===== config.mk =====
export PLATFORM = sky130hd
export DESIGN_NAME = dm_bus_arbiter
export DESIGN_NICKNAME = d
export VERILOG_FILES = /design/src/rtl/dm_bus_arbiter.sv
export SDC_FILE = /design/constraint.sdc
export NUM_CORES = 1
export LEC_CHECK = 0
export CAP_MARGIN = 20
export CORE_MARGIN = 3
export CORE_UTILIZATION = 35
export CTS_BUF_LIST = sky130_fd_sc_hd__clkbuf_8 sky130_fd_sc_hd__clkbuf_16
export CTS_CLUSTER_SIZE = 28
export DETAILED_ROUTE_END_ITERATION = 7
export MAX_ROUTING_LAYER = met4
export PLACE_DENSITY = 0.82
export SLEW_MARGIN = 15
export SYNTH_ARGS = -nofsm -noshare
export SYNTH_HDL_FRONTEND = slang
export SYNTH_SLANG_ARGS = --single-unit

===== constraint.sdc =====
create_clock -name clk -period 3.2 [get_ports clk]
set_input_delay 0.64 -clock clk [delete_from_list [all_inputs] [get_ports clk]]
set_output_delay 0.64 -clock clk [all_outputs]
set_load 0.05 [all_outputs]

===== src/rtl/dm_bus_arbiter.sv =====
// dm_bus_arbiter
//   Shares the peripheral data-memory/GPIO bus between two requesters:
//   M0 (CPU data port) and M1 (debug loader / DMA). One transfer at a time,
//   round-robin (RR_EN=1) or fixed priority with M0 winning (RR_EN=0).
//   Addresses outside the decoded regions are rejected without a bus cycle.
//
// Ports
//   clk, rst             system clock; asynchronous active-low reset
//   mN_req/we/addr/      requester N (N=0,1); fields held until mN_ack
//   mN_wdata/mN_op
//   mN_ack, mN_err       one-cycle completion pulse; err=1 means rejected
//   mN_rdata             read data, valid with ack on a read, held otherwise
//   dm_w, dm_r           bus strobes, asserted only for the single ACCESS cycle
//   addr, wdata, dm_op   bus address / write data / op (zero when idle)
//   rdata                bus read data, combinational from the peripheral
module dm_bus_arbiter #(
    parameter bit RR_EN    = 1'b1,
    parameter bit CHK_ADDR = 1'b1
) (
    input  logic        clk,
    input  logic        rst,
    input  logic        m0_req,
    input  logic        m0_we,
    input  logic [31:0] m0_addr,
    input  logic [31:0] m0_wdata,
    input  logic [2:0]  m0_op,
    output logic        m0_ack,
    output logic        m0_err,
    output logic [31:0] m0_rdata,
    input  logic        m1_req,
    input  logic        m1_we,
    input  logic [31:0] m1_addr,
    input  logic [31:0] m1_wdata,
    input  logic [2:0]  m1_op,
    output logic        m1_ack,
    output logic        m1_err,
    output logic [31:0] m1_rdata,
    output logic        dm_w,
    output logic        dm_r,
    output logic [31:0] addr,
    output logic [31:0] wdata,
    output logic [2:0]  dm_op,
    input  logic [31:0] rdata
);

    typedef enum logic [1:0] {IDLE, ACCESS, DONE} state_t;

    state_t state;
    logic   last;   // requester granted most recently (1 = M1)
    logic   cur;    // requester owning the transfer in flight

    logic        win;
    logic        win_we;
    logic [31:0] win_addr;
    logic [31:0] win_wdata;
    logic [2:0]  win_op;
    logic        win_ok;

    // Winner selection; only consulted in IDLE when at least one req is high.
    always_comb begin
        if (m0_req && m1_req)
            win = RR_EN ? ~last : 1'b0;
        else
            win = ~m0_req;
        win_we    = win ? m1_we    : m0_we;
        win_addr  = win ? m1_addr  : m0_addr;
        win_wdata = win ? m1_wdata : m0_wdata;
        win_op    = win ? m1_op    : m0_op;
        win_ok    = !CHK_ADDR
                    || (win_addr[31:16] == 16'hbf80)
                    || (win_addr[31:16] == 16'h8000)
                    || (win_addr[31:16] == 16'h8003);
    end

    // Bus outputs double as the latched transfer registers: they hold the
    // winner's fields only during ACCESS and are zero in every other state.
    always_ff @(posedge clk or negedge rst) begin
        if (!rst) begin
            state    <= IDLE;
            last     <= 1'b1;
            cur      <= 1'b0;
            dm_w     <= 1'b0;
            dm_r     <= 1'b0;
            addr     <= '0;
            wdata    <= '0;
            dm_op    <= '0;
            m0_ack   <= 1'b0;
            m0_err   <= 1'b0;
            m0_rdata <= '0;
            m1_ack   <= 1'b0;
            m1_err   <= 1'b0;
            m1_rdata <= '0;
        end else begin
            case (state)
                IDLE: begin
                    if (m0_req || m1_req) begin
                        cur  <= win;
                        last <= win;
                        if (win_ok) begin
                            dm_w  <= win_we;
                            dm_r  <= ~win_we;
                            addr  <= win_addr;
                            wdata <= win_wdata;
                            dm_op <= win_op;
                            state <= ACCESS;
                        end else begin
                            m0_ack <= ~win;
                            m0_err <= ~win;
                            m1_ack <= win;
                            m1_err <= win;
                            state  <= DONE;
                        end
                    end
                end
                ACCESS: begin
                    if (dm_r) begin
                        if (cur)
                            m1_rdata <= rdata;
                        else
                            m0_rdata <= rdata;
                    end
                    m0_ack <= ~cur;
                    m1_ack <= cur;
                    dm_w   <= 1'b0;
                    dm_r   <= 1'b0;
                    addr   <= '0;
                    wdata  <= '0;
                    dm_op  <= '0;
                    state  <= DONE;
                end
                DONE: begin
                    m0_ack <= 1'b0;
                    m0_err <= 1'b0;
                    m1_ack <= 1'b0;
                    m1_err <= 1'b0;
                    state  <= IDLE;
                end
                default: state <= IDLE;
            endcase
        end
    end

endmodule


==> summary.md <==
| Metric | Value |
|---|---|
| Status | `finished clean` |
| Vias post-DR | `5,373` |
| Highest-utilization routing layer at the global route stage | `met2` |
| CP startpoint kind | `input port` |
| Number of enable-type register cells in the synthesized netlist | `0` |
| Count of endpoints failing setup in the final report | `0` |
| Clock transition at the registers of the reported paths | `0.06 ns` |
| Layout cells sized above 1 | `0.145` |
| Max VDD drop | `0.404 mV` |
| Routed WL | `18.6 mm` |
| Synthesis-stage register bit count | `141` |
| Final net count | `1,042` |
| Cell family with the largest share of critical-path delay | `simple AND/OR/NAND/NOR gates` |
| Wire length of the first global-routing pass | `29.9 mm` |
| Chip height | `about 140 µm` |
| Critical-path top delay cell | `sky130_fd_sc_hd__or4_1` |
| Met1 Use GR | `0.240` |
| Number of antenna violations at the first check in global routing | `0` |
| Buffers inserted during post-CTS setup optimization | `0` |
| Die Outline Area | `roughly 19,000 µm²` |
| Max_cap viols | `0` |
| Cell area after placement | `9560 µm²` |
| CTS H-tree lvls | `4` |
| Clock root buffer master | `sky130_fd_sc_hd__clkbuf_16` |
| Tightest Hold Check Type | `input port to asynchronous set/reset pin` |
| Synthesized area per cell | `11.1 µm²` |
| Iteration count of the initial detailed-routing pass | `4` |
| Fraction of the yosys area taken by sequential cells | `0.574` |
| Fraction of registers with async set or reset after synthesis | `1.00` |
| Routability Congestion | `approximately 0.85` |
| Number of warnings printed during yosys synthesis | `0` |
| Kind of capture point of the worst setup path | `flip-flop` |
| Area share of the leading cell type in the synthesized netlist | `0.570` |
| Total of fill cells in the finished design | `1,347` |
| Worst slew pin tran | `0.663 ns` |
| Placement row count | `47` |
| Remaining routing DRC violations | `0` |
| Upper clock frequency limit | `around 360 MHz` |
| Cell with the most instances on the worst path | `sky130_fd_sc_hd__buf_12` |
| CP bufs+invs | `4` |
| Area added between synthesis and finish | `66.6%` |
| Peak fanout along the critical path | `26` |
| Routed length per placed instance | `16.9 µm` |
| Most used DFF post-synth | `sky130_fd_sc_hd__dfrtp_1` |
| Worst setup path category | `input port to flip-flop` |
| CP required | `~3.5 ns` |
| Starting DRC count in detailed routing | `208` |
| Synth top cells by count | `sky130_fd_sc_hd__dfrtp_1, sky130_fd_sc_hd__nand2_1, sky130_fd_sc_hd__mux2_2, sky130_fd_sc_hd__nor2_1, sky130_fd_sc_hd__a311oi_1` |
| Final worst path period share | `0.870` |
| Library cell with the largest summed area after synthesis | `sky130_fd_sc_hd__dfrtp_1` |
| DP Worst Slack | `-0.0657 ns` |
| Cell with the most instances after synthesis | `sky130_fd_sc_hd__dfrtp_1` |
| Final worst setup slack | `0.418 ns` |
| Number of global-route vias before repair | `5,567` |
| CP peak stage delay | `0.52 ns` |
| Antenna fix cells | `0` |
| Initial cell density of the core | `0.364` |
| Synthesized net count | `730` |
| Later-pin clock latency in the skew report | `around 0.41 ns` |
| Post-layout min period | `2.78 ns` |
| Global routing met2 resource utilization | `0.336` |
| X dimension of the die | `139 µm` |
| Cts bufs inserted | `17` |
| Post-cts repair resize count | `0` |
| Antenna-violating nets left | `0` |
| Num ports | `309` |
| Sequence of cells on the critical path | `clkdlybuf4s50_1 -> or4_1 -> nor4b_1 -> mux2i_1 -> buf_4 -> nor3_4 -> buf_12 -> buf_12 -> nor2_1 -> a311oi_1` |
| Global-route met3 utilization | `0.0487` |
| Count of buffers from port buffering | `308` |
| Unique masters post-synth | `44` |
| Max Root-Sink Buffers | `2` |
| Overall routing resource usage | `0.198` |
| Final cell utilization of the core | `0.607` |
| Arrival time of data at the critical path endpoint | `3.08 ns` |
| Vias per Instance | `4.88` |
| Gate count of the mapped netlist | `555` |
| Max transition margin | `0.553` |
| Final slew viol count | `0` |
| Clock sink count | `approximately 140` |
| Final count of hold timing violations | `0` |
| TritonCTS clock tree | `done` |
| Detailed placement HPWL | `around 14 mm` |
| Count of hold buffers inserted by post-cts repair | `0` |
| Core region area | `16,900 µm²` |
| Largest net degree at the start of global routing | `59` |
| Netlist area before placement | `6150 µm²` |
| Finished layout cell area | `10,200 µm²` |
| Global route total overflow | `0` |
| RSZ-0062 raised after global routing | `no` |
| LEAKAGE | `4.22 nW` |
| Final Skew | `~0.011 ns` |
| Power per cell area | `567 nW/µm²` |
| Cell types occupying the most area after synthesis | `sky130_fd_sc_hd__dfrtp_1, sky130_fd_sc_hd__mux2_2, sky130_fd_sc_hd__nand2_1` |
## registers in the layout, indices dropped and copies added, names as in the netlist
name	count
dm_op	3
addr	32
dm_r	1
cur	1
m0_ack	1
m1_rdata	32
dm_w	1
state	2
wdata	32
m1_ack	1
last	1
m0_err	1
m0_rdata	32
m1_err	1
## kinds of logic after synthesis
| group | count (synthesis) | share of synthesized area |
|---|---|---|
| AO/OA/AOI/OAI | 83 | 0.109 |
| adder cells (fa/ha/maj) | 3 | 0.00611 |
| buffers and inverters | 42 | 0.0342 |
| multiplexers | 69 | 0.126 |
| flip-flops | 141 | 0.574 |
| AND/OR/NAND/NOR | 215 | 0.148 |
| XOR/XNOR | 2 | 0.00285 |
## layer usage
| metal | vias up | share of wire |
|---|---|---|
| met1 | 2523 | 0.41 |
| li1 | 2600 | - |
| met2 | 237 | 0.50 |
| met3 | 13 | 0.076 |
| met5 | - | 0 |
| met4 | 0 | 0.011 |
## final timing paths
kind	depth (start not counted)	slack [ns]	from	endpoint
hold reg to reg	1	0.49	addr[22]	addr[22]
setup / recovery	10	0.42	m1_addr[19]	wdata[9]
min in group clk	1	0.49	addr[22]	addr[22]
hold / removal	1	0.19	rst	m0_rdata[31]
setup reg to reg	7	0.85	state[0]	wdata[9]
max in group asynchronous	2	2.28	rst	last
## final cells by class
cell class	instances	area [µm²]	area share
repair buffers	331	3320	0.324
inverters	4	15.0	0.00147
multi-input cells	372	2420	0.236
clock inverters	15	259	0.0253
clock buffers	17	425	0.0415
well taps	220	275	0.0269
flip-flops and latches	141	3530	0.345
## report_power, final
group          total [mW]  internal, mW  switching, mW
sequential           2.03          1.93         0.0930
combinational        1.50         0.610          0.891
clock                2.27          1.48          0.790
## stage by stage
| stage | cells | hold WS [ns] | setup TNS [ns] | total power [mW] |
|---|---|---|---|---|
| after floorplan | 555 | 0.344 | 0 | 2.91 |
| after global placement | 1068 | 0.468 | 0 | 3.55 |
| after detailed placement | 1068 | 0.474 | -0.185 | 3.57 |
| after CTS | 1100 | 0.200 | 0 | 5.87 |
| after global routing | 1100 | 0.221 | 0 | 6.06 |
| final | 1100 | 0.193 | 0 | 5.80 |
## cells in the final DEF, fill, tap and decap left out, types with 2 or more instances in the layout
cell type	instances
sky130_fd_sc_hd__nand4_1	2
sky130_fd_sc_hd__a21oi_1	9
sky130_fd_sc_hd__a311oi_1	51
sky130_fd_sc_hd__clkbuf_16	17
sky130_fd_sc_hd__nor4_1	4
sky130_fd_sc_hd__mux2i_1	3
sky130_fd_sc_hd__a211oi_1	2
sky130_fd_sc_hd__nor4b_1	3
sky130_fd_sc_hd__o22ai_1	3
sky130_fd_sc_hd__o21ai_0	4
sky130_fd_sc_hd__nor2_1	61
sky130_fd_sc_hd__dfrtp_1	140
sky130_fd_sc_hd__nand3_1	4
sky130_fd_sc_hd__buf_4	18
sky130_fd_sc_hd__and4_1	2
sky130_fd_sc_hd__bufinv_16	6
sky130_fd_sc_hd__inv_8	2
sky130_fd_sc_hd__nand2b_1	2
sky130_fd_sc_hd__inv_1	5
sky130_fd_sc_hd__ha_1	3
sky130_fd_sc_hd__clkdlybuf4s50_1	307
sky130_fd_sc_hd__mux2_2	66
sky130_fd_sc_hd__inv_6	4
sky130_fd_sc_hd__nor3_1	2
sky130_fd_sc_hd__o21a_1	2
sky130_fd_sc_hd__o31ai_1	2
sky130_fd_sc_hd__clkinv_4	2
sky130_fd_sc_hd__nand2_1	120
sky130_fd_sc_hd__or4_1	2
sky130_fd_sc_hd__xor2_1	2
sky130_fd_sc_hd__and2_1	6
sky130_fd_sc_hd__buf_12	5
(Power assumes the default switching activity.)
